[src/rtl/piston_ctrl_if.sv]
// Signal bundle between the slot-chain / plant side and the piston controller.
// Latency: n/a (wiring only).
// Backpressure: none; every signal is a level.
//
// Ports: ap/an are extend/retract commands, s0/s1 raw end-of-stroke sensors,
// clr_fault the fault acknowledge; the controller returns valve drives,
// debounced sensors a0/a1, busy, fault and fault_code.
interface piston_ctrl_if;
    logic       ap;
    logic       an;
    logic       s0;
    logic       s1;
    logic       clr_fault;
    logic       valve_ext;
    logic       valve_ret;
    logic       a0;
    logic       a1;
    logic       busy;
    logic       fault;
    logic [1:0] fault_code;

    // Master drives commands and raw sensors; slave is the controller.
    modport master (
        output ap, an, s0, s1, clr_fault,
        input  valve_ext, valve_ret, a0, a1, busy, fault, fault_code
    );

    modport slave (
        input  ap, an, s0, s1, clr_fault,
        output valve_ext, valve_ret, a0, a1, busy, fault, fault_code
    );
endinterface

[src/rtl/piston_ctrl.sv]
// Pneumatic piston controller: sensor sync + debounce, stroke FSM, stroke timeout.
// Latency: valves follow a command one cycle later; sensor edge to a0/a1 is 2+DEB_CYCLES.
// Backpressure: none; commands are levels and are re-evaluated every cycle.
//
// Ports: clk, rst_ (synchronous, active-low); pif (slave) carries ap/an commands,
// raw s0/s1 sensors, clr_fault, and returns valve_ext/valve_ret, a0/a1, busy,
// fault and fault_code. Every output is a flop.
module piston_ctrl #(
    parameter int unsigned DEB_CYCLES = 4,
    parameter int unsigned TIMEOUT    = 1000
) (
    input  logic         clk,
    input  logic         rst_,
    piston_ctrl_if.slave pif
);

    localparam logic [3:0]  DEB_LAST = 4'(DEB_CYCLES - 1);
    localparam logic [15:0] TMO_LAST = 16'(TIMEOUT - 1);

    typedef enum logic [2:0] {
        ST_IDLE,
        ST_EXT,
        ST_RET,
        ST_DEAD,
        ST_FAULT
    } state_t;

    localparam logic [1:0] CODE_SNS = 2'b00;
    localparam logic [1:0] CODE_EXT = 2'b01;
    localparam logic [1:0] CODE_RET = 2'b10;
    localparam logic [1:0] CODE_CMD = 2'b11;

    // ---------------- sensor synchronizer and debounce ----------------
    // Bit 0 is the retracted sensor (s0 -> a0), bit 1 the extended one.
    logic [1:0] raw;
    logic [1:0] meta;
    logic [1:0] sync;
    logic [1:0] deb;
    logic [3:0] deb_cnt [2];

    assign raw = {pif.s1, pif.s0};

    always_ff @(posedge clk) begin
        if (!rst_) begin
            meta       <= '0;
            sync       <= '0;
            deb        <= '0;
            deb_cnt[0] <= '0;
            deb_cnt[1] <= '0;
        end else begin
            meta <= raw;
            sync <= meta;
            for (int i = 0; i < 2; i++) begin
                // Any cycle of agreement restarts the qualification window.
                if (sync[i] == deb[i]) begin
                    deb_cnt[i] <= '0;
                end else if (deb_cnt[i] == DEB_LAST) begin
                    deb[i]     <= sync[i];
                    deb_cnt[i] <= '0;
                end else begin
                    deb_cnt[i] <= deb_cnt[i] + 4'd1;
                end
            end
        end
    end

    logic a0;
    logic a1;
    assign a0 = deb[0];
    assign a1 = deb[1];

    // ---------------- stroke FSM ----------------
    state_t      state;
    state_t      state_nxt;
    logic        dead_to_ret;      // direction to take when DEAD expires
    logic        dead_to_ret_nxt;
    logic [15:0] timer;
    logic [1:0]  code_q;
    logic [1:0]  code_nxt;
    logic        valve_ext_q;
    logic        valve_ret_q;
    logic        busy_q;
    logic        fault_q;

    logic cmd_conflict;
    logic sns_conflict;
    logic ext_req;
    logic ret_req;
    logic timed_out;

    assign cmd_conflict = pif.ap & pif.an;
    assign sns_conflict = a0 & a1;
    assign ext_req      = pif.ap & ~pif.an;
    assign ret_req      = pif.an & ~pif.ap;
    assign timed_out    = (timer >= TMO_LAST);

    always_comb begin
        state_nxt       = state;
        dead_to_ret_nxt = dead_to_ret;
        code_nxt        = code_q;

        if (state != ST_FAULT && cmd_conflict) begin
            state_nxt = ST_FAULT;
            code_nxt  = CODE_CMD;
        end else if (state != ST_FAULT && sns_conflict) begin
            state_nxt = ST_FAULT;
            code_nxt  = CODE_SNS;
        end else begin
            case (state)
                ST_IDLE: begin
                    // A command toward the end already reached is ignored.
                    if (ext_req && !a1) begin
                        state_nxt = ST_EXT;
                    end else if (ret_req && !a0) begin
                        state_nxt = ST_RET;
                    end
                end
                ST_EXT: begin
                    // Arrival is checked before the timer so a sensor landing
                    // on the last allowed cycle counts as completion.
                    if (a1) begin
                        state_nxt = ST_IDLE;
                    end else if (ret_req) begin
                        state_nxt       = ST_DEAD;
                        dead_to_ret_nxt = 1'b1;
                    end else if (timed_out) begin
                        state_nxt = ST_FAULT;
                        code_nxt  = CODE_EXT;
                    end
                end
                ST_RET: begin
                    if (a0) begin
                        state_nxt = ST_IDLE;
                    end else if (ext_req) begin
                        state_nxt       = ST_DEAD;
                        dead_to_ret_nxt = 1'b0;
                    end else if (timed_out) begin
                        state_nxt = ST_FAULT;
                        code_nxt  = CODE_RET;
                    end
                end
                ST_DEAD: begin
                    state_nxt = dead_to_ret ? ST_RET : ST_EXT;
                end
                ST_FAULT: begin
                    if (pif.clr_fault && !pif.ap && !pif.an) begin
                        state_nxt = ST_IDLE;
                        code_nxt  = CODE_SNS;
                    end
                end
                default: begin
                    state_nxt = ST_IDLE;
                end
            endcase
        end
    end

    always_ff @(posedge clk) begin
        if (!rst_) begin
            state       <= ST_IDLE;
            dead_to_ret <= 1'b0;
            timer       <= '0;
            code_q      <= '0;
            valve_ext_q <= 1'b0;
            valve_ret_q <= 1'b0;
            busy_q      <= 1'b0;
            fault_q     <= 1'b0;
        end else begin
            state       <= state_nxt;
            dead_to_ret <= dead_to_ret_nxt;

            // Timer restarts on every stroke entry (including after DEAD)
            // and sits at zero outside stroke states.
            if ((state_nxt == ST_EXT || state_nxt == ST_RET) && state_nxt == state) begin
                if (timer != 16'hFFFF) begin
                    timer <= timer + 16'd1;
                end
            end else begin
                timer <= '0;
            end

            // Outputs are decoded from the next state so they line up with it.
            valve_ext_q <= (state_nxt == ST_EXT);
            valve_ret_q <= (state_nxt == ST_RET);
            busy_q      <= (state_nxt == ST_EXT) || (state_nxt == ST_RET) || (state_nxt == ST_DEAD);
            fault_q     <= (state_nxt == ST_FAULT);
            code_q      <= (state_nxt == ST_FAULT) ? code_nxt : 2'b00;
        end
    end

    assign pif.valve_ext  = valve_ext_q;
    assign pif.valve_ret  = valve_ret_q;
    assign pif.a0         = a0;
    assign pif.a1         = a1;
    assign pif.busy       = busy_q;
    assign pif.fault      = fault_q;
    assign pif.fault_code = code_q;

endmodule

[src/flat_wrapper.sv]
// flat-port wrapper written by rule: the top's interface ports become plain ports
module piston_ctrl_flat 
#(
    parameter int unsigned DEB_CYCLES = 4,
    parameter int unsigned TIMEOUT    = 1000
)
  (clk, rst_, pif_ap, pif_an, pif_s0, pif_s1, pif_clr_fault, pif_valve_ext, pif_valve_ret, pif_a0, pif_a1, pif_busy, pif_fault, pif_fault_code);
  piston_ctrl_if pif_i ();
  input  logic clk;
  input  logic rst_;
  input wire logic [$bits(pif_i.ap)-1:0] pif_ap;
  input wire logic [$bits(pif_i.an)-1:0] pif_an;
  input wire logic [$bits(pif_i.s0)-1:0] pif_s0;
  input wire logic [$bits(pif_i.s1)-1:0] pif_s1;
  input wire logic [$bits(pif_i.clr_fault)-1:0] pif_clr_fault;
  output wire logic [$bits(pif_i.valve_ext)-1:0] pif_valve_ext;
  output wire logic [$bits(pif_i.valve_ret)-1:0] pif_valve_ret;
  output wire logic [$bits(pif_i.a0)-1:0] pif_a0;
  output wire logic [$bits(pif_i.a1)-1:0] pif_a1;
  output wire logic [$bits(pif_i.busy)-1:0] pif_busy;
  output wire logic [$bits(pif_i.fault)-1:0] pif_fault;
  output wire logic [$bits(pif_i.fault_code)-1:0] pif_fault_code;
  assign pif_i.ap = pif_ap;
  assign pif_i.an = pif_an;
  assign pif_i.s0 = pif_s0;
  assign pif_i.s1 = pif_s1;
  assign pif_i.clr_fault = pif_clr_fault;
  assign pif_valve_ext = pif_i.valve_ext;
  assign pif_valve_ret = pif_i.valve_ret;
  assign pif_a0 = pif_i.a0;
  assign pif_a1 = pif_i.a1;
  assign pif_busy = pif_i.busy;
  assign pif_fault = pif_i.fault;
  assign pif_fault_code = pif_i.fault_code;
  piston_ctrl #(.DEB_CYCLES(DEB_CYCLES), .TIMEOUT(TIMEOUT)) u_core (.clk(clk), .rst_(rst_), .pif(pif_i));
endmodule
[config.mk]
export PLATFORM = sky130hd
export DESIGN_NAME = piston_ctrl_flat
export DESIGN_NICKNAME = d
export VERILOG_FILES = /design/src/rtl/piston_ctrl_if.sv /design/src/rtl/piston_ctrl.sv /design/src/flat_wrapper.sv
export SDC_FILE = /design/constraint.sdc
export NUM_CORES = 1
export LEC_CHECK = 0
export ABC_AREA = 1
export CORE_UTILIZATION = 30
export DETAILED_ROUTE_END_ITERATION = 12
export GPL_TIMING_DRIVEN = 0
export PLACE_DENSITY = 0.46
export RECOVER_POWER = 25
export SLEW_MARGIN = 5
export SYNTH_ARGS = -nofsm -noshare
export SYNTH_HDL_FRONTEND = slang
export SYNTH_SLANG_ARGS = --single-unit
[constraint.sdc]
create_clock -name clk -period 3.1 [get_ports clk]
set_clock_uncertainty 0.05 [all_clocks]
set_input_delay 0.62 -clock clk [delete_from_list [all_inputs] [get_ports clk]]
set_output_delay 0.62 -clock clk [all_outputs]
set_load 0.01 [all_outputs]
==> results.yml, run 1 <==
pwr:
  p_sw_mw: 0.372
  power_frac_comb_pct: 21.2
  power.static_leakage_nw: 1.09
  design_power_total_mw: 1.26
  power_switching_share_pct: 29.4
  power.share.clock_pct: 32.9
  max-vdd-ir-drop_uv: 201
  power_frac_seq_pct: 45.9
  power-per-cell-area_mw_per_mm2: 514
  total_internal_power_mw: 0.893
drt:
  dr_total_vias: 1644
  routed_wire_length_per_instance_um: 10.6
  totalWireLength_um: 3900
  firstDrtPassIters: 4
  detail-route-antenna-nets: 0
  drt_drc_violations_left: 0
  detailedRoute.firstIterationViolations: 43
  drt-vias-per-instance: 4.47
sta:
  timing.slew.headroom_pct: 62.5
  max_clk_rate_mhz: 429
  grt_setup_unrepaired: "false"
  holdWs_ns: 0.366
  final.min_clock_period_ns: 2.33
  final.setup.tns_ns: 0
  hold_viol_final: 0
  finalMaxSlewViolations: 0
  setup_viol: 0
  final.period_utilization_pct: 75.2
  worst_pin_slew_ns: 0.560
die:
  rows: 29
  core_mm2: 0.00653
  design.portCount: 15
  die_h_um: 85.3
  fp.dieArea_mm2: 0.00728
  horizontal_extent_of_the_die_um: 85.3
  initial_utilization_pct: 31.9
clock_tree:
  clock_insertion_delay_worst_skew_ns: 0.29
  cts.clk_slew.worst_paths_ns: 0.08
  cts_hold_buf: 0
  cts_resized: 0
  cts-htree-levels: 2
  cts.sinks: 40
  cts_post_setup_buffers_inserted: 0
  cts_made_buffers: 5
  clockBufferDepth: 2
  cts.root.buffer_cell: "sky130_fd_sc_hd__clkbuf_8"
  tritoncts: "built"
yosys:
  synth.yosys.warnings: 0
  synth_fa_ha_area_share_pct: 1.80
  synth.mux.area_fraction_pct: 0.481
  main_flop_type_after_synthesis: "sky130_fd_sc_hd__dfxtp_1"
  async_reset_ff_share_pct: 0
  number_of_synthesized_flops_with_an_enable_pin: 8
  yosys.cell_types.count: 35
  syn_area_per_cell_um2: 8.07
  compound_gate_portion_of_the_synthesized_area_pct: 6.13
  ys_ff_latch: 40
  netlist_instances: 258
  yosysSeqAreaShare_pct: 42.3
  syn-cell-area_mm2: 0.00208
  combinational_family_with_the_most_area_after_synthesis: "simple AND/OR/NAND/NOR gates"
  synthXorXnorAreaFrac_pct: 5.05
  synth_simple_gate_area_share_pct: 37.6
worst_setup_path:
  worst-setup-path-type: "in -> reg"
  timing.critical_path.fanout_max: 10
  max_incr_delay_on_cp_ns: 0.50
  critical_path.cell_chain: "clkdlybuf4s50_1, inv_1, nor2_1, inv_1, nor3_1, a21oi_1, nand3_2, nand2_2, nand2_2, nand3_4, nor3_2"
  crit_path_end_kind: "flop"
  crit_arrival_ns: 2.50
  critPathSlowestCell: "sky130_fd_sc_hd__clkdlybuf4s50_1"
  timing.critical_path.from_type: "input pin"
  required_ns: 3.27
final_layout:
  num-fill-cells: 736
  layout_common_cells: "sky130_fd_sc_hd__nand2_1, sky130_fd_sc_hd__nor2_1, sky130_fd_sc_hd__dfxtp_1"
  drive_above_1_share_pct: 16.2
  layout.area.seq_um2: 881
  area_delta_synth_final_pct: 18.2
  final_common_cell: "sky130_fd_sc_hd__nand2_1"
  n_antenna_cell: 0
  multi_input_comb_area_mm2: 0.00111
  finish.net_count: 300
placement:
  placement.io_buffers: 13
  hpwl_um: 3030
  place_congestion: 0.772
worst_hold_path:
  hold_path.class: "reg -> reg"
global_route:
  grt_pass1_vias: 1505
  gr-total-overflow: 0
  track_usage_pct: 11.9
  grt_start_max_net_pins: 13
  antenna_found_initial: 0
  grt_pass1_wl_um: 6780
flow_run:
  max_cap_violations: 0
status:
  result_of_the_run: "finished clean"
==> registers in the layout (all words and copies together), names as in the netlist <==
signal,count
u_core.timer,16
u_core.meta,2
u_core.pif.busy,1
u_core.state,3
u_core.pif.fault,1
u_core.sync,2
u_core.dead_to_ret,1
u_core.deb_cnt,8
u_core.pif.valve_ext,1
u_core.pif.fault_code,2
u_core.pif.valve_ret,1
u_core.deb,2
==> final cells by class <==
cell class,count,share of cell area [%]
Multi-Input combinational cell,195,45.3
Buffer,1,0.153
Clock buffer,6,2.95
Sequential cell,40,35.8
Timing Repair Buffer,13,5.29
Clock inverter,2,1.42
Inverter,34,5.19
Tap cell,77,3.91
==> worst paths after layout <==
| check | from | cells past startpoint | slack, ns | to |
|---|---|---|---|---|
| setup / recovery | pif_an | 11 | 0.77 | u_core.timer[6]$_SDFFE_PN0P_ |
| hold / removal | u_core.meta[1]$_SDFF_PN0_ | 2 | 0.37 | u_core.sync[1]$_SDFF_PN0_ |
| setup reg to reg | u_core.timer[0]$_SDFFE_PN0P_ | 11 | 1.00 | u_core.timer[6]$_SDFFE_PN0P_ |
| hold reg to reg | u_core.meta[1]$_SDFF_PN0_ | 2 | 0.37 | u_core.sync[1]$_SDFF_PN0_ |
==> cell families after synthesis <==
kind of cell,Yosys count
AO/OA/AOI/OAI,22
XOR/XNOR,12
adder cells (fa/ha/maj),3
buffers and inverters,35
flip-flops,40
multiplexers,1
other,2
AND/OR/NAND/NOR,143
==> power by group through the flow <==
stage               combinational, mW  clock (mW)  sequential (mW)
global route                    0.306       0.456            0.584
CTS                             0.276       0.438            0.580
global placement                0.276           0            0.592
floorplan                       0.200           0            0.593
finish                          0.269       0.416            0.580
detailed placement              0.275           0            0.593
==> routing by layer <==
| layer | share of wire [%] | up-vias | GRT usage [%] |
|---|---|---|---|
| li1 | - | 878 | - |
| met1 | 50 | 746 | 14.8 |
| met2 | 46 | 16 | 19.6 |
| met3 | 2.7 | 4 | 3.21 |
| met4 | 1.2 | 0 | 4.55 |
| met5 | 0 | - | 0 |
==> worst max-delay path: cells and delay by family <==
family / cells / cell delay, ns
and+or+nand+nor: 7 / 1.08
buffers and inverters: 3 / 0.69
AOI/OAI and AO/OA: 1 / 0.10
==> synthesized netlist by cell type (4+ instances only) <==
cell / number / area [um^2]
sky130_fd_sc_hd__nor3_2: 10 / 100
sky130_fd_sc_hd__dfxtp_1: 32 / 641
sky130_fd_sc_hd__inv_1: 29 / 109
sky130_fd_sc_hd__nand4_1: 4 / 25.0
sky130_fd_sc_hd__nor3_1: 4 / 20.0
sky130_fd_sc_hd__edfxtp_1: 8 / 240
sky130_fd_sc_hd__nand2_2: 6 / 37.5
sky130_fd_sc_hd__nand3_2: 7 / 70.1
sky130_fd_sc_hd__a21oi_1: 13 / 65.1
sky130_fd_sc_hd__nor2_1: 37 / 139
sky130_fd_sc_hd__nand2_1: 47 / 176
sky130_fd_sc_hd__nand3_1: 15 / 75.1
sky130_fd_sc_hd__xor2_1: 10 / 87.6
sky130_fd_sc_hd__inv_2: 4 / 15.0
==> per-stage QoR <==
step,std cells,setup slack (ns),util (%),cell area (um^2)
finish,368,0.768,37.7,2460
global route,368,0.548,37.7,2460
CTS,368,0.737,37.7,2460
detailed placement,360,0.440,36.0,2350
global placement,360,0.425,36.0,2350
floorplan,270,1.23,-,2130
No activity file was read; power rests on OpenSTA's default activity.
==> run 2, diff against run 1 <==
--- a/config.mk
+++ b/config.mk
@@ -9,7 +9,7 @@
 export CORE_UTILIZATION = 30
 export DETAILED_ROUTE_END_ITERATION = 12
 export GPL_TIMING_DRIVEN = 0
-export PLACE_DENSITY = 0.46
+export PLACE_DENSITY = 0.48
 export RECOVER_POWER = 25
 export SLEW_MARGIN = 5
 export SYNTH_ARGS = -nofsm -noshare
==> constraint.sdc (replaced) <==
create_clock -name clk -period 1.9 [get_ports clk]
set_clock_uncertainty 0.05 [all_clocks]
set_input_delay 0.38 -clock clk [delete_from_list [all_inputs] [get_ports clk]]
set_output_delay 0.38 -clock clk [all_outputs]
set_load 0.01 [all_outputs]
==> results.yml, run 2 (synthesis gave the netlist of run 1 again) <==
pwr:
  power_frac_comb_pct: 30.5
  p_sw_mw: 0.746
  power-per-cell-area_mw_per_mm2: 766
  total_internal_power_mw: 1.46
  design_power_total_mw: 2.21
  power.share.clock_pct: 26.3
  max-vdd-ir-drop_uv: 239
  power.static_leakage_nw: 1.22
  power_switching_share_pct: 33.8
  power_frac_seq_pct: 43.2
sta:
  grt_setup_unrepaired: "true"
  setup_viol: 0
  worst_pin_slew_ns: 0.563
  max_clk_rate_mhz: 546
  timing.slew.headroom_pct: 62.3
  final.period_utilization_pct: 96.4
  timing.final.ws_setup_ns: 0.0681
  final.min_clock_period_ns: 1.83
  hold_viol_final: 0
  finalMaxSlewViolations: 0
drt:
  detail-route-antenna-nets: 0
  detailedRoute.firstIterationViolations: 52
  drt-vias-per-instance: 4.46
  routed_wire_length_per_instance_um: 11.5
  totalWireLength_um: 4450
  dr_total_vias: 1720
  firstDrtPassIters: 4
  drt_drc_violations_left: 0
worst_setup_path:
  reg2reg_setup_slack_ns: 0.07
  crit_arrival_ns: 2.00
  cp_most_frequent_cell: "sky130_fd_sc_hd__nand2_4"
  timing.critical_path.fanout_max: 5
  rr_endpoint: "u_core.timer[0]$_SDFFE_PN0P_"
  worst-setup-path-type: "reg -> reg"
  crit_path_end_kind: "flop"
  timing.rr.start: "u_core.state[0]$_SDFF_PN0_"
  critPathSlowestCell: "sky130_fd_sc_hd__dfxtp_4"
  timing.reg2reg.worst_path_depth: 11
  timing.critical_path.from_type: "flop"
  critical_path.cell_chain: "nor2_4, nand2_4, nand2_4, nand2_8, nor2_4, nand3_4, nand3_4, nand2_4, nand2_4, nand3_4, nor3_4"
  max_incr_delay_on_cp_ns: 0.39
  required_ns: 2.07
die:
  design.portCount: 15
  fp.dieArea_mm2: 0.00728
  horizontal_extent_of_the_die_um: 85.3
  core_mm2: 0.00653
  rows: 29
  initial_utilization_pct: 31.9
  die_h_um: 85.3
clock_tree:
  cts.clk_slew.worst_paths_ns: 0.08
  cts.root.buffer_cell: "sky130_fd_sc_hd__clkbuf_8"
  clockBufferDepth: 2
  cts_made_buffers: 5
  cts_hold_buf: 0
  clock_insertion_delay_worst_skew_ns: 0.29
  tritoncts: "built"
  cts-htree-levels: 2
  cts.sinks: 40
worst_hold_path:
  hold_path.class: "reg -> reg"
  worst_hold_path.num_cells: 2
  hp_start: "u_core.meta[1]$_SDFF_PN0_"
  whs_endpoint: "u_core.sync[1]$_SDFF_PN0_"
global_route:
  antenna_found_initial: 0
  grt_pass1_vias: 1651
  track_usage_pct: 13.3
  gr-total-overflow: 0
  grt_start_max_net_pins: 13
  grt_pass1_wl_um: 7580
placement:
  postPlaceCellArea_mm2: 0.00235
  placement.io_buffers: 13
  pre_cts_ws_ns: -0.526
  hpwl_um: 2900
  place_congestion: 0.763
flow_run:
  max_cap_violations: 0
final_layout:
  n_antenna_cell: 0
  area_delta_synth_final_pct: 38.5
  finish.net_count: 318
  drive_above_1_share_pct: 33.7
  layout_top_registers: "u_core.timer: 16 flops, u_core.deb_cnt: 8 flops, u_core.state: 3 flops"
  max_flop_register: "u_core.timer"
  finalCoreUtilization_pct: 44.2
  max_ffs_per_register: 16
  design_area_mm2: 0.00288
  layout_common_cells: "sky130_fd_sc_hd__nand2_1, sky130_fd_sc_hd__nor2_1, sky130_fd_sc_hd__inv_1, sky130_fd_sc_hd__dfxtp_1, sky130_fd_sc_hd__buf_4"
  final_common_cell: "sky130_fd_sc_hd__nand2_1"
status:
  result_of_the_run: "finished clean"
run 2: cell count changes in the layout (fill, tap and decap cells not counted), sizes merged:
cell           before  now
clkinv              2    3
buf                 0   16
clkdlybuf4s15       0    1
nand3              24   26
bufinv              1    0
dlygate4sd3         2    0
dlygate4sd2         0    1
run 2: how the worst max path moves through the flow:
stage / slack [ns] / cells after the start / to / startpoint
finish: 0.07 / 11 / u_core.timer[0]$_SDFFE_PN0P_ / u_core.state[0]$_SDFF_PN0_
global route: -0.09 / 13 / u_core.timer[4]$_SDFFE_PN0P_ / u_core.timer[1]$_SDFFE_PN0P_
CTS: 0.007 / 11 / u_core.timer[0]$_SDFFE_PN0P_ / u_core.state[1]$_SDFF_PN0_
detailed placement: -0.53 / 11 / u_core.timer[4]$_SDFFE_PN0P_ / pif_an
global placement: -0.55 / 11 / u_core.timer[9]$_SDFFE_PN0P_ / pif_an
floorplan: 0.16 / 11 / u_core.timer[0]$_SDFFE_PN0P_ / u_core.timer[0]$_SDFFE_PN0P_
run 2: metal layers:
metal / global-route usage [%] / vias to the layer above / part of all wire [%]
li1: - / 932 / -
met1: 17.3 / 767 / 49
met2: 21.6 / 14 / 47
met3: 2.92 / 7 / 2.1
met4: 5.45 / 0 / 1.8
met5: 0 / - / 0
run 2: area by class of cell:
| cell class | instances | area, um^2 |
|---|---|---|
| clock buffer | 6 | 82.6 |
| timing repair buffer | 29 | 249 |
| inverter | 34 | 138 |
| buffer | 1 | 3.75 |
| tap | 77 | 96.3 |
| sequential | 40 | 902 |
| fill | 661 | 3650 |
| multi-input combinational | 197 | 1400 |
| clock inverter | 2 | 10.0 |
run 2: stage by stage:
stage	instances	setup TNS, ns	hold slack (ns)
global placement	360	-6.63	0.352
detailed placement	360	-6.27	0.358
CTS	374	0	0.380
global route	386	-0.381	0.401
finish	386	0	0.371
floorplan	270	0	0.340
run 2: worst max-delay path, delay by kind of cell, from the launching register on:
family | cells | cell delay [ns]
simple gates | 11 | 1.30
flops | 1 | 0.39
run 2: power groups by stage:
stage / combinational [mW] / clock [mW] / sequential [mW]
floorplan: 0.327 / 0 / 0.968
global placement: 0.447 / 0 / 0.967
detailed placement: 0.446 / 0 / 0.968
CTS: 0.558 / 0.604 / 0.955
global route: 0.743 / 0.642 / 0.961
finish: 0.674 / 0.581 / 0.953
run 2: what timing repair did:
| item | CTS | global route |
|---|---|---|
| pin swaps | 8 | 16 |
| endpoints found under the setup margin | 10 | 10 |
| buffers inserted | 4 | 12 |
| gates resized for setup | 36 | 44 |
| gates cloned | 2 | 0 |
==> patch 1, RTL diff (flow settings as in run 2) <==
Make the reset (`rst_`) asynchronous in 2 clocked blocks.
--- a/src/rtl/piston_ctrl.sv
+++ b/src/rtl/piston_ctrl.sv
@@ -42,3 +42,3 @@
 
-    always_ff @(posedge clk) begin
+    always_ff @(posedge clk or negedge rst_) begin
         if (!rst_) begin
@@ -157,3 +157,3 @@
 
-    always_ff @(posedge clk) begin
+    always_ff @(posedge clk or negedge rst_) begin
         if (!rst_) begin
Check against the original RTL: differs if rst_ is asserted again (counterexample within 4 cycles, from zero or initial values and one cycle with rst_ low); with rst_ held inactive, the same outputs for 10 cycles.
==> patch 1 against run 2 <==
Synthesized cell count shrank 12%; area after synthesis shrank 4.6%; design area shrank 11%; total power grew 40%; wire length shrank 17%; via count shrank 15%; count of clock-buffer cells in the layout shrank 1; sequential cell count is the same; global-route usage shrank 1.2 points; worst setup slack gained 0.031 ns.
==> patch 1: results (changes against run 2) <==
stage,metric,value,unit,change
detailed_routing,routed length per instance,10.8,microns,was 11.5 microns
logic_synthesis,Synth Area in Adders,1.89,%,was 1.80%
timing,final worst slack,0.0993,ns,was 0.0681 ns
detailed_routing,drt total wl,3.70,mm,was 4.45 mm
grt,largest net degree at the start of global routing,31,,was 13
power,worst vdd ir,551,uV,was 239 uV
worst_setup_path,R2R Setup Slk,0.1,ns,was 0.07 ns
worst_setup_path,CP Launch Point,u_core.deb[1]$_DFFE_PN0P_,,was u_core.state[0]$_SDFF_PN0_
place,Placed Instances,325,,was 360
run_status,status,"finished, final reports clean",,unchanged
place,Port-buffer cells,14,,was 13
logic_synthesis,mux contribution to synthesized area,0,%,was 0.481%
logic_synthesis,Cell variety after synth,30,,was 35
detailed_routing,DRT iter0 DRCs,46,,was 52
worst_setup_path,Worst Reg-to-Reg Cells,10,,was 11
logic_synthesis,Synth Area in XOR/XNOR,4.41,%,was 5.05%
power,Leak,0.00119,uW,was 0.00122 uW
logic_synthesis,mean area per synthesized cell,8.71,sq um,was 8.07 sq um
worst_setup_path,CP max stage delay,0.47,ns,was 0.39 ns
grt,global-route wire length before repair,6.54,mm,was 7.58 mm
worst_setup_path,slowest CP cell,dfrtp_2,,was dfxtp_4
logic_synthesis,complex-gate fraction of the synthesized area,4.09,%,was 6.13%
detailed_routing,Vias,1459,,was 1720
place,Place WS,-0.397,ns,was -0.526 ns
worst_setup_path,"Data arrival, critical path",1.94,ns,was 2.00 ns
## patch 1: worst min path at each step
stage / startpoint / endpoint / cells after the start
2_1_floorplan: rst_ / u_core.dead_to_ret$_DFFE_PN0P_ / 0
3_3_place_gp: u_core.meta[0]$_DFF_PN0_ / u_core.sync[0]$_DFF_PN0_ / 0
3_5_place_dp: rst_ / u_core.deb_cnt[0]$_DFF_PN0_ / 1
4_1_cts: u_core.meta[0]$_DFF_PN0_ / u_core.sync[0]$_DFF_PN0_ / 0
5_1_grt: u_core.meta[0]$_DFF_PN0_ / u_core.sync[0]$_DFF_PN0_ / 0
6_report: u_core.meta[0]$_DFF_PN0_ / u_core.sync[0]$_DFF_PN0_ / 0
## patch 1: cells by family (layout without fill, tap and decap cells)
kind of cell / count (synthesis) / after routing
DFF: 40 / 40
and+or+nand+nor: 126 / 127
AOI/OAI and AO/OA: 11 / 11
adders and majority gates: 3 / 3
buffers and inverters: 37 / 69
xor gates and xnor gates: 10 / 10
other: 1 / 6
## patch 1: power by group
part / switching, uW / internal, uW
Sequential: 153 / 1030
Clock: 306 / 389
Combinational: 704 / 522
## patch 1: repair_timing
action / in CTS / in global routing
cloned: 1 / 0
hold buffers: 1 / 0
hold endpoints to repair: 10 / 0
pin swaps: 5 / 12
resized for setup: 10 / 30
buffers inserted: 1 / 7
endpoints found under the setup margin: 10 / 10
## patch 1: cell type report
class | instances | area, sq um
multi-input combinational | 157 | 996
clock buffer | 5 | 68.8
inverter | 36 | 140
fill | 639 | 3820
timing repair buffer | 24 | 209
clock inverter | 3 | 42.5
buffer | 1 | 11.3
sequential | 40 | 1010
tap | 77 | 96.3
## patch 1: per-stage QoR
stage	total power (uW)	area [sq um]	hold slack, ns
floorplan	1850	2010	0.0344
global placement	2170	2240	0.285
detailed placement	2170	2260	0.231
CTS	2960	2420	0.305
global route	3330	2570	0.314
finish	3100	2570	0.302
## patch 1: routing by layer
metal,GRT usage (%),up-vias,part of all wire (%)
met5,0,-,0
met4,6.11,0,2.3
met3,2.98,7,2.3
met2,19.3,12,47
met1,15.3,662,49
li1,-,778,-
==> patch 2, RTL diff (settings of run 2) <==
Made on the original files. `TIMEOUT` is set to 1000 in 2 places; all go to 750.
--- a/src/rtl/piston_ctrl.sv
+++ b/src/rtl/piston_ctrl.sv
@@ -9,3 +9,3 @@
     parameter int unsigned DEB_CYCLES = 4,
-    parameter int unsigned TIMEOUT    = 1000
+    parameter int unsigned TIMEOUT    = 750
 ) (
--- a/src/flat_wrapper.sv
+++ b/src/flat_wrapper.sv
@@ -4,3 +4,3 @@
     parameter int unsigned DEB_CYCLES = 4,
-    parameter int unsigned TIMEOUT    = 1000
+    parameter int unsigned TIMEOUT    = 750
 )
Behaviour: same outputs for any inputs over 10 cycles, from zero or initial values and one cycle with rst_ low; that may be too few to reach the edited logic, so the function may still have changed.
==> patch 2 against run 2 <==
The flow now finishes with violations (DRC); total power shrank 5.1%; final cell count grew 1.8%; worst setup slack lost 0.057 ns; area after synthesis shrank 2.2%; sequential cell count is the same; worst hold slack gained 0.0070 ns; wire length shrank 2.4%; global-route usage shrank 0.17 points; design area shrank 3.6%; critical path type unchanged.
==> patch 2: results (changes against run 2) <==
stage,metric,value,unit,change
detailed_routing,1st-pass router iterations,10,,was 4
finish,share of cells above drive strength 1,35.4,%,was 33.7%
finish,top flop regs,"u_core.timer: 16 flops, u_core.deb_cnt: 8 flops, u_core.state: 3 flops",,unchanged
logic_synthesis,Synth Area in Adders,3.07,%,was 1.80%
power,worst vdd ir,438,uV,was 239 uV
logic_synthesis,Post-synth ARST share,0,%,unchanged
logic_synthesis,sequential fraction of the synthesis area,43.2,%,was 42.3%
logic_synthesis,mux contribution to synthesized area,0,%,was 0.481%
place,Place WS,-0.498,ns,was -0.526 ns
logic_synthesis,mean area per synthesized cell,7.69,sq um,was 8.07 sq um
place,Port-buffer cells,13,,unchanged
finish,layout net count,327,,was 318
place,Placed Instances,367,,was 360
run_status,status,"complete, but fails checks",,"was finished, final reports clean"
logic_synthesis,dominant cells by area after synthesis,"dfxtp_1 (31%), edfxtp_1 (12%), nand2_1 (8.8%)",,"was dfxtp_1 (31%), edfxtp_1 (12%), nand2_1 (8.5%)"
place,RePlAce Congestion,0.770,,was 0.763
logic_synthesis,"top cells by count, synth","nand2_1 (48), inv_1 (35), dfxtp_1 (32)",,"was nand2_1 (47), nor2_1 (37), dfxtp_1 (32)"
logic_synthesis,Synth Area in XOR/XNOR,5.16,%,was 5.05%
logic_synthesis,Syn. warnings,0,,unchanged
detailed_routing,drt drc,6,,was 0
detailed_routing,routed length per instance,11.0,microns,was 11.5 microns
worst_setup_path,"Data arrival, critical path",2.07,ns,was 2.00 ns
detailed_routing,DRT iter0 DRCs,58,,was 52
clock_network,TritonCTS Buffers,5,,unchanged
grt,global-route wire length before repair,7.47,mm,was 7.58 mm
grt,initial antenna violation count,0,,unchanged
grt,vias in the first global route,1697,,was 1651
run_status,violated checks,DRC,,
logic_synthesis,Synth Flop Type,dfxtp_1,,unchanged
grt,largest net degree at the start of global routing,13,,unchanged
worst_setup_path,crit-path max FO,6,,was 5
detailed_routing,vias per cell,4.54,,was 4.46
grt,gr usage total,13.2,%,was 13.3%
finish,filler cell count in the final layout,664,,was 661
place,hpwl dp,2.93,mm,was 2.90 mm
detailed_routing,drt total wl,4.34,mm,was 4.45 mm
logic_synthesis,complex-gate fraction of the synthesized area,9.58,%,was 6.13%
timing,Worst Tran Pin Value,0.508,ns,was 0.563 ns
power,Leak,0.00117,uW,was 0.00122 uW
logic_synthesis,Cell variety after synth,31,,was 35
## patch 2: cell count changes in the layout (fill, tap and decap cells not counted), moves of 5 or more
cell and change:
nand2_2 +19, nor3_2 -10, nand2_1 -9, nand3_4 -9, inv_1 +6, nor2_2 +6, nand2_4 -5, o21ai_0 +5
## patch 2: logic make-up after synthesis
family,count (synthesis)
adders and majority gates,5
DFF,40
and+or+nand+nor,132
other,2
buffers and inverters,42
xor gates and xnor gates,12
AOI/OAI and AO/OA,32
## patch 2: layout make-up
| type | instances | area [sq um] | area share [%] |
|---|---|---|---|
| buffer | 1 | 3.75 | 0.135 |
| clock buffer | 6 | 82.6 | 2.97 |
| clock inverter | 2 | 10.0 | 0.360 |
| inverter | 41 | 166 | 5.99 |
| multi-input combinational | 196 | 1260 | 45.2 |
| sequential | 40 | 903 | 32.5 |
| tap | 77 | 96.3 | 3.47 |
| timing repair buffer | 30 | 259 | 9.32 |
## patch 2: repair_timing
item / in CTS / in global routing
gates cloned: 1 / 0
buffers inserted: 14 / 3
pin swaps: 21 / 14
setup endpoints to repair: 10 / 10
resized for setup: 63 / 14
## patch 2: critical path, stage by stage (launching register included)
cell,delay (ns)
dfxtp_4,0.39
nor2_4,0.15
nand2_4,0.09
o21ai_4,0.09
nand2_2,0.09
nor2_1,0.10
nand2_1,0.07
nand2_2,0.08
inv_2,0.04
nand2_2,0.09
nand3_2,0.12
a21oi_4,0.24
nand2_4,0.12
nor2_2,0.09
## patch 2: routing by layer
metal,GRT usage (%),wire (microns),vias to the layer above
li1,-,-,936
met4,4.16,66,0
met5,0,0,-
met2,21.7,1920,32
met3,3.44,237,9
met1,16.9,2110,806
## patch 2: final timing paths
path / startpoint / end / slack, ns / cells after the start
max: u_core.state[0]$_SDFF_PN0_ / u_core.timer[1]$_SDFFE_PN0P_ / 0.01 / 13
min reg2reg: u_core.meta[0]$_SDFF_PN0_ / u_core.sync[0]$_SDFF_PN0_ / 0.38 / 2
min: u_core.meta[0]$_SDFF_PN0_ / u_core.sync[0]$_SDFF_PN0_ / 0.38 / 2
max reg2reg: u_core.state[0]$_SDFF_PN0_ / u_core.timer[1]$_SDFFE_PN0P_ / 0.01 / 13
## patch 2: where the power goes
group	total, uW	switching, uW	leakage, uW	internal, uW
clock	584	294	0.0000510	290
combinational	543	315	0.000772	228
sequential	969	51.8	0.000350	917
## patch 2: metrics by stage
step / hold WS [ns] / setup TNS, ns / instance area (sq um) / total power, uW
finish: 0.378 / 0 / 2780 / 2100
floorplan: 0.340 / 0 / 2080 / 1250
global route: 0.405 / -1.21 / 2780 / 2220
global placement: 0.359 / -5.35 / 2310 / 1360
detailed placement: 0.360 / -5.63 / 2310 / 1360
CTS: 0.378 / -0.0306 / 2710 / 2090
